==> src/rtl/ip_tx_pkg.sv <==
// rtl/ip_tx_pkg.sv - shared types and constants for the IPv4 transmit header path
//
// Contents:
//   state_t        FSM encoding for ip_tx_header
//   IP_HDR_LEN     IPv4 header length in bytes (no options)
//   IP_VER_IHL     version 4 / IHL 5 byte
//   IP_FLAGS_WORD  flags/fragment word with DF set
//   ETHERTYPE_IPV4 ethertype written when the Ethernet header is built locally
//   IP_PROTO_UDP   protocol number for UDP
//   ETH_HDR_BYTES  Ethernet header length in bytes
//   pick_byte()    selects byte n (MSB first) from a 160-bit header image
package ip_tx_pkg;

  typedef enum logic [2:0] {
    IDLE     = 3'd0,
    CALC     = 3'd1,
    FOLD     = 3'd2,
    ETHHDR   = 3'd3,
    WRHDR    = 3'd4,
    SEND     = 3'd5,
    WAITDONE = 3'd6
  } state_t;

  localparam logic [15:0] IP_HDR_LEN     = 16'd20;
  localparam logic [7:0]  IP_VER_IHL     = 8'h45;
  localparam logic [15:0] IP_FLAGS_WORD  = 16'h4000;
  localparam logic [15:0] ETHERTYPE_IPV4 = 16'h0800;
  localparam logic [7:0]  IP_PROTO_UDP   = 8'h11;
  localparam logic [4:0]  ETH_HDR_BYTES  = 5'd14;

  // Byte 0 is the most significant byte of the image, so headers can be
  // written in network order by walking idx upward.
  function automatic logic [7:0] pick_byte(input logic [159:0] vec,
                                           input logic [4:0]   idx);
    logic [159:0] sh;
    sh = vec << {idx, 3'b000};
    return sh[159:152];
  endfunction

endpackage

==> src/rtl/ip_csum_acc.sv <==
// rtl/ip_csum_acc.sv - ones-complement checksum accumulator with clear/add/fold
//
// Ports:
//   clk, reset_n  clock, asynchronous active-low reset
//   clear         zero the accumulator (wins over add)
//   add           accumulate word
//   word          16-bit word to accumulate
//   fold          register the folded, inverted checksum
//   csum          last folded checksum (ones complement of the folded sum)
//
// The 20-bit accumulator holds up to 16 full-scale words without overflow,
// which covers an IPv4 header and leaves headroom for other reuse.
module ip_csum_acc (
  input  logic        clk,
  input  logic        reset_n,
  input  logic        clear,
  input  logic        add,
  input  logic [15:0] word,
  input  logic        fold,
  output logic [15:0] csum
);

  logic [19:0] acc;
  logic [16:0] fold1;
  logic [15:0] fold2;

  // A second end-around carry is enough: when the first fold carries out,
  // its low 16 bits are small, so adding one more cannot carry again.
  assign fold1 = {1'b0, acc[15:0]} + {13'b0, acc[19:16]};
  assign fold2 = fold1[15:0] + {15'b0, fold1[16]};

  always_ff @(posedge clk or negedge reset_n) begin
    if (!reset_n) begin
      acc  <= 20'h0;
      csum <= 16'h0;
    end else begin
      if (clear) begin
        acc <= 20'h0;
      end else if (add) begin
        acc <= acc + {4'h0, word};
      end
      if (fold) begin
        csum <= ~fold2;
      end
    end
  end

endmodule

==> src/rtl/ip_tx_header.sv <==
// rtl/ip_tx_header.sv - builds the IPv4 header in the transmit DPRAM and requests MAC transmit
//
// Ports:
//   clk, reset_n      clock, asynchronous active-low reset
//   sendDatagram      one-cycle request from the UDP stage (ignored while busy)
//   sendDatagramSize  UDP length in bytes (header + payload)
//   destinationIP     destination IPv4 address
//   protocolIn        IP protocol field
//   tx_done_MAC       one-cycle pulse, MAC finished the frame
//   wrRAM/wrData/wrAddr  DPRAM write port (active only while writing headers)
//   sendFrame         one-cycle request to the MAC
//   frameSize         total Ethernet frame length, held until the next frame
//   busy              high from request accept until tx_done_MAC
//
// Build option: ETH_HDR_WRITE_EN - also writes the 14-byte Ethernet header
// at DPRAM 0x000..0x00D before the IP header (14 extra cycles of latency).
module ip_tx_header
  import ip_tx_pkg::*;
#(
  parameter logic [31:0] DEVICE_IP   = 32'h0a0105dd,
  parameter logic [7:0]  IP_TTL      = 8'h80,
  parameter logic [10:0] IP_HDR_BASE = 11'h00E,
  parameter logic [15:0] ETH_HDR_LEN = 16'd14,
  parameter logic [47:0] DEST_MAC    = 48'h00_00_00_00_00_00,
  parameter logic [47:0] DEVICE_MAC  = 48'h00_0A_35_00_00_01
) (
  input  logic        clk,
  input  logic        reset_n,
  input  logic        sendDatagram,
  input  logic [15:0] sendDatagramSize,
  input  logic [31:0] destinationIP,
  input  logic [7:0]  protocolIn,
  input  logic        tx_done_MAC,
  output logic        wrRAM,
  output logic [7:0]  wrData,
  output logic [10:0] wrAddr,
  output logic        sendFrame,
  output logic [15:0] frameSize,
  output logic        busy
);

  localparam logic [4:0] CALC_LAST = 5'd8;
  localparam logic [4:0] ETH_LAST  = ETH_HDR_BYTES - 5'd1;
  localparam logic [4:0] HDR_LAST  = 5'(IP_HDR_LEN - 16'd1);

  state_t       state;
  state_t       state_nxt;
  logic [4:0]   cnt;
  logic [4:0]   cnt_nxt;

  logic [15:0]  tot_len;
  logic [31:0]  dst_ip;
  logic [7:0]   protocol;
  logic [15:0]  ident;

  logic         latch_req;
  logic         acc_clear;
  logic         acc_add;
  logic         acc_fold;
  logic         ident_inc;
  logic [15:0]  acc_word;
  logic [15:0]  csum;

  logic         wrRAM_d;
  logic [7:0]   wrData_d;
  logic [10:0]  wrAddr_d;
  logic         sendFrame_d;
  logic [15:0]  frameSize_d;
  logic         busy_d;

  logic [159:0] ip_hdr;
  logic [111:0] eth_hdr;

  // Header images in network order; byte 10/11 is the folded checksum.
  assign ip_hdr  = {IP_VER_IHL, 8'h00, tot_len, ident, IP_FLAGS_WORD,
                    IP_TTL, protocol, csum, DEVICE_IP, dst_ip};
  assign eth_hdr = {DEST_MAC, DEVICE_MAC, ETHERTYPE_IPV4};

  ip_csum_acc u_csum (
    .clk     (clk),
    .reset_n (reset_n),
    .clear   (acc_clear),
    .add     (acc_add),
    .word    (acc_word),
    .fold    (acc_fold),
    .csum    (csum)
  );

  // ---------------------------------------------------------------- state
  always_ff @(posedge clk or negedge reset_n) begin
    if (!reset_n) begin
      state <= IDLE;
    end else begin
      state <= state_nxt;
    end
  end

  // ----------------------------------------------------------- next state
  always_comb begin
    state_nxt = state;
    case (state)
      IDLE:     if (sendDatagram) state_nxt = CALC;
      CALC:     if (cnt == CALC_LAST) state_nxt = FOLD;
`ifdef ETH_HDR_WRITE_EN
      FOLD:     state_nxt = ETHHDR;
      ETHHDR:   if (cnt == ETH_LAST) state_nxt = WRHDR;
`else
      FOLD:     state_nxt = WRHDR;
`endif
      WRHDR:    if (cnt == HDR_LAST) state_nxt = SEND;
      SEND:     state_nxt = WAITDONE;
      // Completion wins; a request arriving in the same cycle is dropped
      // because it is only sampled in IDLE.
      WAITDONE: if (tx_done_MAC) state_nxt = IDLE;
      default:  state_nxt = IDLE;
    endcase
  end

  // The phase counter restarts on every state change, so each state sees
  // 0..N-1 without needing its own load logic.
  assign cnt_nxt = ((state_nxt != state) || (state == IDLE)) ? 5'd0 : cnt + 5'd1;

  // --------------------------------------------------------------- outputs
  always_comb begin
    latch_req   = 1'b0;
    acc_clear   = 1'b0;
    acc_add     = 1'b0;
    acc_fold    = 1'b0;
    ident_inc   = 1'b0;
    acc_word    = 16'h0000;
    wrRAM_d     = 1'b0;
    wrData_d    = 8'h00;
    wrAddr_d    = 11'h000;
    sendFrame_d = 1'b0;
    frameSize_d = frameSize;
    busy_d      = (state_nxt != IDLE);
    case (state)
      IDLE: begin
        if (sendDatagram) begin
          latch_req = 1'b1;
          acc_clear = 1'b1;
        end
      end
      CALC: begin
        acc_add = 1'b1;
        // The checksum word itself is skipped (counts as zero).
        case (cnt)
          5'd0:    acc_word = {IP_VER_IHL, 8'h00};
          5'd1:    acc_word = tot_len;
          5'd2:    acc_word = ident;
          5'd3:    acc_word = IP_FLAGS_WORD;
          5'd4:    acc_word = {IP_TTL, protocol};
          5'd5:    acc_word = DEVICE_IP[31:16];
          5'd6:    acc_word = DEVICE_IP[15:0];
          5'd7:    acc_word = dst_ip[31:16];
          5'd8:    acc_word = dst_ip[15:0];
          default: acc_word = 16'h0000;
        endcase
      end
      FOLD: begin
        acc_fold = 1'b1;
      end
      ETHHDR: begin
        wrRAM_d  = 1'b1;
        wrAddr_d = {6'b0, cnt};
        wrData_d = pick_byte({eth_hdr, 48'h0}, cnt);
      end
      WRHDR: begin
        wrRAM_d  = 1'b1;
        wrAddr_d = IP_HDR_BASE + {6'b0, cnt};
        wrData_d = pick_byte(ip_hdr, cnt);
      end
      SEND: begin
        sendFrame_d = 1'b1;
        frameSize_d = ETH_HDR_LEN + tot_len;
      end
      WAITDONE: begin
        ident_inc = tx_done_MAC;
      end
      default: ;
    endcase
  end

  // -------------------------------------------------------------- datapath
  always_ff @(posedge clk or negedge reset_n) begin
    if (!reset_n) begin
      cnt       <= 5'd0;
      tot_len   <= 16'h0000;
      dst_ip    <= 32'h0;
      protocol  <= 8'h00;
      ident     <= 16'h0000;
      wrRAM     <= 1'b0;
      wrData    <= 8'h00;
      wrAddr    <= 11'h000;
      sendFrame <= 1'b0;
      frameSize <= 16'h0000;
      busy      <= 1'b0;
    end else begin
      cnt <= cnt_nxt;
      if (latch_req) begin
        // Total length wraps silently for oversize UDP lengths.
        tot_len  <= sendDatagramSize + IP_HDR_LEN;
        dst_ip   <= destinationIP;
        protocol <= protocolIn;
      end
      if (ident_inc) begin
        ident <= ident + 16'd1;
      end
      wrRAM     <= wrRAM_d;
      wrData    <= wrData_d;
      wrAddr    <= wrAddr_d;
      sendFrame <= sendFrame_d;
      frameSize <= frameSize_d;
      busy      <= busy_d;
    end
  end

endmodule

==> config.mk <==
export PLATFORM = sky130hd
export DESIGN_NAME = ip_tx_header
export DESIGN_NICKNAME = d
export VERILOG_FILES = /design/src/rtl/ip_tx_pkg.sv /design/src/rtl/ip_csum_acc.sv /design/src/rtl/ip_tx_header.sv
export SDC_FILE = /design/constraint.sdc
export NUM_CORES = 1
export LEC_CHECK = 0
export ABC_AREA = 1
export CELL_PAD_IN_SITES_DETAIL_PLACEMENT = 0
export CELL_PAD_IN_SITES_GLOBAL_PLACEMENT = 1
export CORE_ASPECT_RATIO = 0.8
export CORE_MARGIN = 1.5
export CORE_UTILIZATION = 42
export CTS_CLUSTER_SIZE = 40
export DETAILED_ROUTE_END_ITERATION = 6
export PLACE_DENSITY = 0.86
export SETUP_SLACK_MARGIN = 0.2
export SKIP_CTS_REPAIR_TIMING = 1
export SLEW_MARGIN = 15
export SYNTH_ARGS = -nofsm -noshare
export SYNTH_HDL_FRONTEND = slang
export SYNTH_SLANG_ARGS = --single-unit
==> constraint.sdc <==
create_clock -name clk -period 4.85 [get_ports clk]
set_input_delay 0.485 -clock clk [delete_from_list [all_inputs] [get_ports clk]]
set_output_delay 0.485 -clock clk [all_outputs]
set_load 0.03 [all_outputs]
==> results.toml, run 1 <==
[cells_and_area]
layout.nets = 1451
final_cell_count_no_fill = 1671
fillers = 2153
drive_gt1_frac = 0.0627
antenna-diode-count = 0
synthToLayoutAreaGrowth_pct = 19.0
utilization = 0.515

[pwr]
max-vdd-ir-drop_mv = 0.257
p_leak_uw = 0.00527
pwr_density_cell_nw_per_um2 = 576

[place]
dp_hpwl_um = 25000
dp.cells = 1639
portBuffers = 92
globalplace.congestion = 0.977
dp_slack_ns = 0.909

[grt]
grt_max_degree = 71
grt_pass1_wl_um = 49400
grt-ovfl-total = 0
grt_usage = 0.286
antenna_found_initial = 1
grt_pass1_vias = 8447

[min_path]
hold_class = "in2async"

[timing]
finalSetupTns_ns = 0
slew_headroom = 0.544
report.final.hold_viol_count = 0
fmax_mhz = 250
min_period_ns = 4.00
post-route-period-util = 0.824
layout_setup_ws_ns = 0.852
skew_ns = 0.0119
holdWs_ns = 0.0242
worst_pin_slew_ns = 0.680
setup_viol = 0
grt_setup_unrepaired = "no"
slew_viol_final = 0

[floorplan]
num_rows = 48
io_pins = 98
die_x_um = 171
die_y_um = 137
core_um2 = 21800
die_area_um2 = 23400
start_util = 0.433

[synth]
yosys_register_bits = 149
synth_common_cells = "nand2_1, dfrtp_1, inv_1, o21ai_0, nor2_1"
synthSimpleGateAreaFrac = 0.283
yosysMostFrequentCell = "nand2_1"
syn_inst = 1278
synth_top_area_cell = "dfrtp_1"
ys.flop_type = "dfrtp_1"
synth_top_family_by_area = "simple AND/OR/NAND/NOR gates"
synth_edf_count = 0
synth_compound_area_frac = 0.160
synth_top_area_frac = 0.395
synthesis.area_um2 = 9440
ys_async_sr_fraction = 1.00
synth_seq_area_share = 0.395
synth-xor-area-share = 0.0325
synthTopCellsByArea = "dfrtp_1, nand2_1, inv_1, o21ai_0, nand3_1"
yosys-mux-area-fraction = 0
synthAdderAreaFrac = 0.0453
synth.distinct_cells = 52
synth.avg_cell_area_um2 = 7.39
yosysWarnings = 0

[critical_path]
worstPathRequired_ns = 5.18
endpoint_kind = "register"
worstPathArrival_ns = 4.33
critPathLaunch = "cnt[4]"
critPathKind = "reg2reg"
reg2reg_slack_ns = 0.85
path_max_fanout = 15
reg2reg_from = "cnt[4]"
worstSetupStartpointType = "register"
r2r_end = "u_csum.acc[16]"
worst_r2r_path_depth = 20

[detailed_routing]
drt_wl_total_um = 32100
vias = 9111
viasPerCell = 5.45
antenna_left = 0
drtIter0Drc = 969
drtPass1Iterations = 5
wl_per_cell_um = 19.2
drc = 0

[clock_network]
path_clk_slew_ns = 0.07
clkSinkCount = 149
cts_tree = "built"
clk_latency_ns = 0.43
htreeDepth = 4
cts_buffers = 17
cts_root_buf = "clkbuf_16"
clockBufferDepth = 2

[run]
drv_cap = 0

[outcome]
status = "finished clean"
-- critical path, cell delays in order, from the launching register on --
cell      delay (ns)
dfrtp_1         0.55
inv_1           0.44
nand2_1         0.24
nor2_4          0.31
inv_2           0.17
o22ai_1         0.14
a221oi_1        0.07
a31oi_1         0.16
ha_1            0.20
inv_1           0.06
fa_1            0.40
inv_1           0.07
nand3_1         0.06
nand2_1         0.12
a21oi_1         0.11
o21ai_0         0.34
nand3_1         0.11
nand2_1         0.14
nand3_1         0.08
nand2_1         0.07
nor2_1          0.04
-- worst max-delay path by stage --
stage / to / cells after the start
after floorplan: u_csum.acc[16] / 22
after global placement: u_csum.acc[16] / 20
after detailed placement: u_csum.acc[16] / 20
after CTS: u_csum.acc[16] / 20
after global routing: u_csum.acc[16] / 20
final: u_csum.acc[16] / 20
-- layout by cell type, fill, tap and decap left out, types with 12 or more instances in the layout --
cell type / synthesis / routed
nand4_1: 13 / 13
a22oi_1: 12 / 12
o22ai_1: 30 / 30
nand3_1: 80 / 79
clkdlybuf4s50_1: 0 / 91
inv_1: 139 / 139
clkbuf_16: 0 / 17
a21oi_1: 55 / 55
nor3_1: 12 / 12
xor2_1: 29 / 29
nor2_4: 12 / 12
nand2_1: 377 / 377
dfrtp_1: 149 / 149
o21ai_0: 101 / 101
ha_1: 31 / 31
nor2_1: 90 / 90
-- cells by family (layout without fill, tap and decap cells) --
family	count (synthesis)	after routing
other	1	5
AND/OR/NAND/NOR	609	609
flip-flops	149	149
adder cells (fa/ha/maj)	33	33
XOR/XNOR	35	35
AO/OA/AOI/OAI	257	257
buffers and inverters	194	283
-- flip-flops by register name, indices dropped and copies added, names as in the netlist --
signal / count
busy: 1
cnt: 5
dst_ip: 32
frameSize: 16
ident: 16
protocol: 8
sendFrame: 1
state: 3
tot_len: 16
u_csum.acc: 20
u_csum.csum: 16
wrAddr: 6
wrData: 8
wrRAM: 1
-- layout make-up --
| type | count | area, um^2 | area share |
|---|---|---|---|
| clock buffers | 17 | 425 | 0.0379 |
| clock inverters | 15 | 206 | 0.0184 |
| inverters | 148 | 556 | 0.0494 |
| multi-input cells | 939 | 4940 | 0.440 |
| flip-flops and latches | 149 | 3730 | 0.332 |
| well taps | 300 | 375 | 0.0334 |
| repair buffers | 103 | 1000 | 0.0894 |
-- per-layer routing --
metal	GRT usage	up-vias	part of all wire
met5	0	-	0
met4	0.0615	0	0.015
met3	0.0766	32	0.094
met2	0.380	377	0.39
met1	0.452	4325	0.50
li1	-	4377	-
-- report_power, final --
part / switching [uW] / internal (uW) / total, uW
sequential: 513 / 1700 / 2210
combinational: 1930 / 895 / 2830
clock: 600 / 835 / 1430
-- stage by stage --
stage               power [uW]  cell area [um^2]
finish                    6470             11200
global route              6870             11200
CTS                       6410             11200
detailed placement        4960             10600
global placement          4950             10600
floorplan                 3830              9460
No activity file was read; power rests on OpenSTA's default activity.
==> run 2: changes to the inputs <==
Settings changed: CORE_UTILIZATION 42 to 38, PLACE_DENSITY 0.86 to 0.83.
Clock period 4.85 ns to 3.45 ns, I/O delays scaled along.
==> results.toml, run 2 (synthesized netlist as in run 1, its figures left out) <==
[timing]
finalSetupTns_ns = 0
layout_setup_ws_ns = 0.352
post-route-period-util = 0.898
report.final.hold_viol_count = 13
skew_ns = 0.0125
slew_viol_final = 0
holdWs_ns = -0.0330
setup_viol = 0
min_period_ns = 3.10
grt_setup_unrepaired = "yes"
fmax_mhz = 323
worst_pin_slew_ns = 0.928
slew_headroom = 0.381

[detailed_routing]
drtIter0Drc = 1007
drc = 0
drtPass1Iterations = 6
viasPerCell = 5.39
vias = 9253
antenna_left = 0
drt_wl_total_um = 32600
wl_per_cell_um = 19.0

[grt]
antenna_found_initial = 0
grt-ovfl-total = 0
grt_pass1_vias = 8425
grt_max_degree = 95
grt_pass1_wl_um = 49800
grt_usage = 0.260

[clock_network]
path_clk_slew_ns = 0.07
clk_latency_ns = 0.44
clockBufferDepth = 2
cts_tree = "built"
htreeDepth = 4
cts_root_buf = "clkbuf_16"
clkSinkCount = 149
cts_buffers = 17

[pwr]
internal-power_uw = 4940
p_sw_uw = 4290
swShare = 0.464
p_seq_frac = 0.335
pwr_density_cell_nw_per_um2 = 791
p_leak_uw = 0.00540
p_comb_frac = 0.456
p_clk_frac = 0.208
max-vdd-ir-drop_mv = 0.371

[min_path]
hold_class = "in2async"

[floorplan]
die_y_um = 144
die_area_um2 = 25800
start_util = 0.387
core_um2 = 24400
die_x_um = 179
io_pins = 98
num_rows = 51

[critical_path]
path_max_fanout = 5
critPathKind = "reg2reg"
worstSetupStartpointType = "register"
reg2reg_slack_ns = 0.35
worst_r2r_path_depth = 21
reg2reg_from = "cnt[1]"
endpoint_kind = "register"
worstPathArrival_ns = 3.43
r2r_end = "u_csum.acc[16]"
worstPathRequired_ns = 3.78

[cells_and_area]
reg_top3 = "dst_ip x32, u_csum.acc x20"
final_cell_mix = "nand2_1, dfrtp_1, inv_1"
fillers = 2473
largest_register = "dst_ip"
utilization = 0.479
antenna-diode-count = 0
drive_gt1_frac = 0.112
layout.nets = 1480
largest_reg_flops = 32
final_common_cell = "nand2_1"
synthToLayoutAreaGrowth_pct = 23.6

[outcome]
status = "finished with violations"
violations = "negative hold slack"

[place]
portBuffers = 92
globalplace.congestion = 0.958
dp_slack_ns = 0.101
dp_hpwl_um = 25300

[run]
drv_cap = 0
run 2: worst max-delay path, cell delays in order (launching register included):
cell,delay [ns]
dfrtp_2,0.44
inv_2,0.09
ha_1,0.15
inv_1,0.05
nor2_2,0.12
nand2_1,0.13
o22ai_2,0.18
a221oi_2,0.06
a31oi_1,0.21
ha_2,0.22
inv_1,0.05
fa_1,0.39
inv_1,0.07
nand3_1,0.06
nand2_1,0.11
a21oi_2,0.09
o21ai_2,0.17
nand3_1,0.11
nand2_2,0.11
nand3_1,0.07
nand2_1,0.07
nor2_1,0.04
run 2: layer usage:
metal  wire (um)  global-route usage  vias to the layer above  part of all wire
li1            -                   -                     4449                 -
met1       16400               0.416                     4355              0.50
met2       12700               0.341                      411              0.39
met3        3000              0.0615                       38             0.092
met4         445              0.0618                        0             0.014
met5           0                   0                        -                 0
run 2: area by class of cell:
class                   instances  area [um^2]  share of cell area
multi-input cells             939         5130               0.440
clock buffers                  20          457              0.0391
flip-flops and latches        149         3740               0.320
clock inverters                12          143              0.0122
repair buffers                132         1240               0.106
well taps                     318          398              0.0341
inverters                     148          563              0.0482
run 2: worst max path at each step:
stage / from / endpoint / slack (ns) / cells after the start
final: cnt[1] / u_csum.acc[16] / 0.35 / 21
after global routing: cnt[0] / u_csum.acc[15] / 0.17 / 20
after CTS: cnt[0] / u_csum.acc[16] / 0.06 / 21
after detailed placement: cnt[0] / u_csum.acc[16] / 0.10 / 21
after global placement: cnt[0] / u_csum.acc[14] / 0.11 / 22
after floorplan: cnt[1] / u_csum.acc[16] / 0.20 / 22
run 2: per-stage QoR:
| stage | area, um^2 | std cells | power (uW) |
|---|---|---|---|
| finish | 11700 | 1718 | 9230 |
| CTS | 11400 | 1709 | 8960 |
| global placement | 10800 | 1677 | 7010 |
| detailed placement | 10800 | 1677 | 7030 |
| floorplan | 9460 | 1282 | 5390 |
| global route | 11700 | 1718 | 9790 |
run 2: power by group through the flow:
stage	logic, uW	registers [uW]	clock network [uW]
floorplan	2360	3030	0
global placement	3940	3070	0
detailed placement	3960	3070	0
CTS	3980	3040	1930
global route	4630	3160	2010
finish	4210	3090	1920
==> run 3: changes to the inputs <==
Settings changed: HOLD_SLACK_MARGIN from default to 0.06, PLACE_DENSITY 0.83 to default, PLACE_DENSITY_LB_ADDON from default to 0.1.
==> results.toml, run 3 (synthesized netlist as in run 1, its figures left out) <==
[cells_and_area]
largest_register = "dst_ip"
design_area_um2 = 11900
fillers = 2502
utilization = 0.486
antenna-diode-count = 0
largest_reg_flops = 32
reg_top3 = "dst_ip x32, u_csum.acc x20"
final_cell_mix = "nand2_1, dfrtp_1, inv_1"
final_cell_count_no_fill = 1740
synthToLayoutAreaGrowth_pct = 25.6
layout.nets = 1502
drive_gt1_frac = 0.122
final_common_cell = "nand2_1"

[grt]
grt_pass1_wl_um = 51400
grt-ovfl-total = 0
antenna_found_initial = 0
grt_usage = 0.274
grt_pass1_vias = 8427
grt_util_met2 = 0.355
grt_use_met3 = 0.0697
grtUsageMet1 = 0.441
busiest_layer = "met1"
grt_max_degree = 71

[critical_path]
path_max_fanout = 4
worstPathArrival_ns = 3.44
endpoint_kind = "register"
worstPathRequired_ns = 3.79
worstSetupStartpointType = "register"
critPathKind = "reg2reg"

[floorplan]
io_pins = 98
die_y_um = 144
start_util = 0.387
core_um2 = 24400
die_area_um2 = 25800
die_x_um = 179
num_rows = 51

[detailed_routing]
drt_wl_total_um = 34000
wl_per_cell_um = 19.6
drc = 5
vias = 9324
drtIter0Drc = 879
drtPass1Iterations = 7
antenna_left = 0
viasPerCell = 5.36

[place]
post_dp_cell_area_um2 = 10900
dp_hpwl_um = 26700
globalplace.congestion = 0.985
portBuffers = 92
dp.cells = 1688

[clock_network]
path_clk_slew_ns = 0.07
clockBufferDepth = 2
cts_buffers = 17
clk_latency_ns = 0.45
htreeDepth = 4
cts_tree = "built"
cts_root_buf = "clkbuf_16"
clkSinkCount = 149

[pwr]
internal-power_uw = 5150
p_seq_frac = 0.327
p_comb_frac = 0.458
swShare = 0.451
pwr_density_cell_nw_per_um2 = 792
p_clk_frac = 0.215
max-vdd-ir-drop_mv = 0.468
p_leak_uw = 0.00553
p_sw_uw = 4240

[timing]
skew_ns = 0.0186
report.final.hold_viol_count = 0
slew_viol_final = 0
min_period_ns = 3.10
finalSetupTns_ns = 0
slew_headroom = 0.519
grt_setup_unrepaired = "no"
worst_pin_slew_ns = 0.721
fmax_mhz = 322
post-route-period-util = 0.900
holdWs_ns = 0.430
setup_viol = 0

[min_path]
hold_class = "in2reg"

[outcome]
status = "finished with violations"
violations = "design-rule violations"

[run]
drv_cap = 0
run 3: cell types whose count changed in the layout (fill, tap and decap cells not counted), sizes merged:
cell         previous run  this run
dlygate4sd3             0         1
clkinvlp                4         3
inv                   151       147
buf                    41        62
bufinv                  2         4
clkinv                  3         6
run 3: path summary, 6_finish.rpt:
path / start / to / slack (ns) / depth (start not counted)
min reg2reg: frameSize[15] / frameSize[15] / 0.48 / 2
max reg2reg: cnt[1] / u_csum.acc[18] / 0.35 / 21
max: cnt[1] / u_csum.acc[18] / 0.35 / 21
min: destinationIP[24] / dst_ip[24] / 0.43 / 3
min in group asynchronous: reset_n / u_csum.csum[3] / 0.48 / 2
max in group asynchronous: reset_n / cnt[2] / 2.07 / 3
run 3: layout make-up:
type                            count  area [um^2]  area share
Sequential cell                   149         3730       0.315
Tap cell                          318          398      0.0336
Multi-Input combinational cell    939         5090       0.430
Inverter                          148          561      0.0473
Clock buffer                       20          457      0.0385
Timing Repair Buffer              154         1440       0.121
Clock inverter                     12          175      0.0148
run 3: stage by stage:
stage / power (uW) / setup WS, ns
6_report: 9390 / 0.346
5_1_grt: 10000 / 0.172
4_1_cts: 9170 / 0.0787
3_5_place_dp: 7120 / 0.0938
3_3_place_gp: 7120 / 0.124
2_1_floorplan: 5390 / 0.200
run 3: critical path: stages, from the launching register on:
cell	delay, ns
dfrtp_1	0.41
inv_2	0.10
ha_2	0.17
inv_1	0.04
nor2_2	0.14
nand2_2	0.12
o22ai_2	0.18
a221oi_1	0.06
a31oi_1	0.23
ha_2	0.21
inv_1	0.05
fa_2	0.34
inv_1	0.06
nand3_1	0.07
nand2_2	0.09
a21oi_4	0.08
o21ai_4	0.20
nand3_1	0.12
nand2_2	0.12
nand3_1	0.08
nand2_1	0.06
nor2_1	0.05
run 3: metal layers:
metal | wire [um] | up-vias
met4 | 390 | 0
met2 | 13100 | 441
met1 | 17400 | 4362
met3 | 3140 | 27
met5 | 0 | -
li1 | - | 4494
run 3: power groups by stage:
stage | Combinational [uW] | Sequential (uW) | Clock, uW
3_3_place_gp | 4050 | 3070 | 0
6_report | 4300 | 3070 | 2020
4_1_cts | 4070 | 3040 | 2060
5_1_grt | 4740 | 3140 | 2130
2_1_floorplan | 2360 | 3030 | 0
3_5_place_dp | 4050 | 3070 | 0
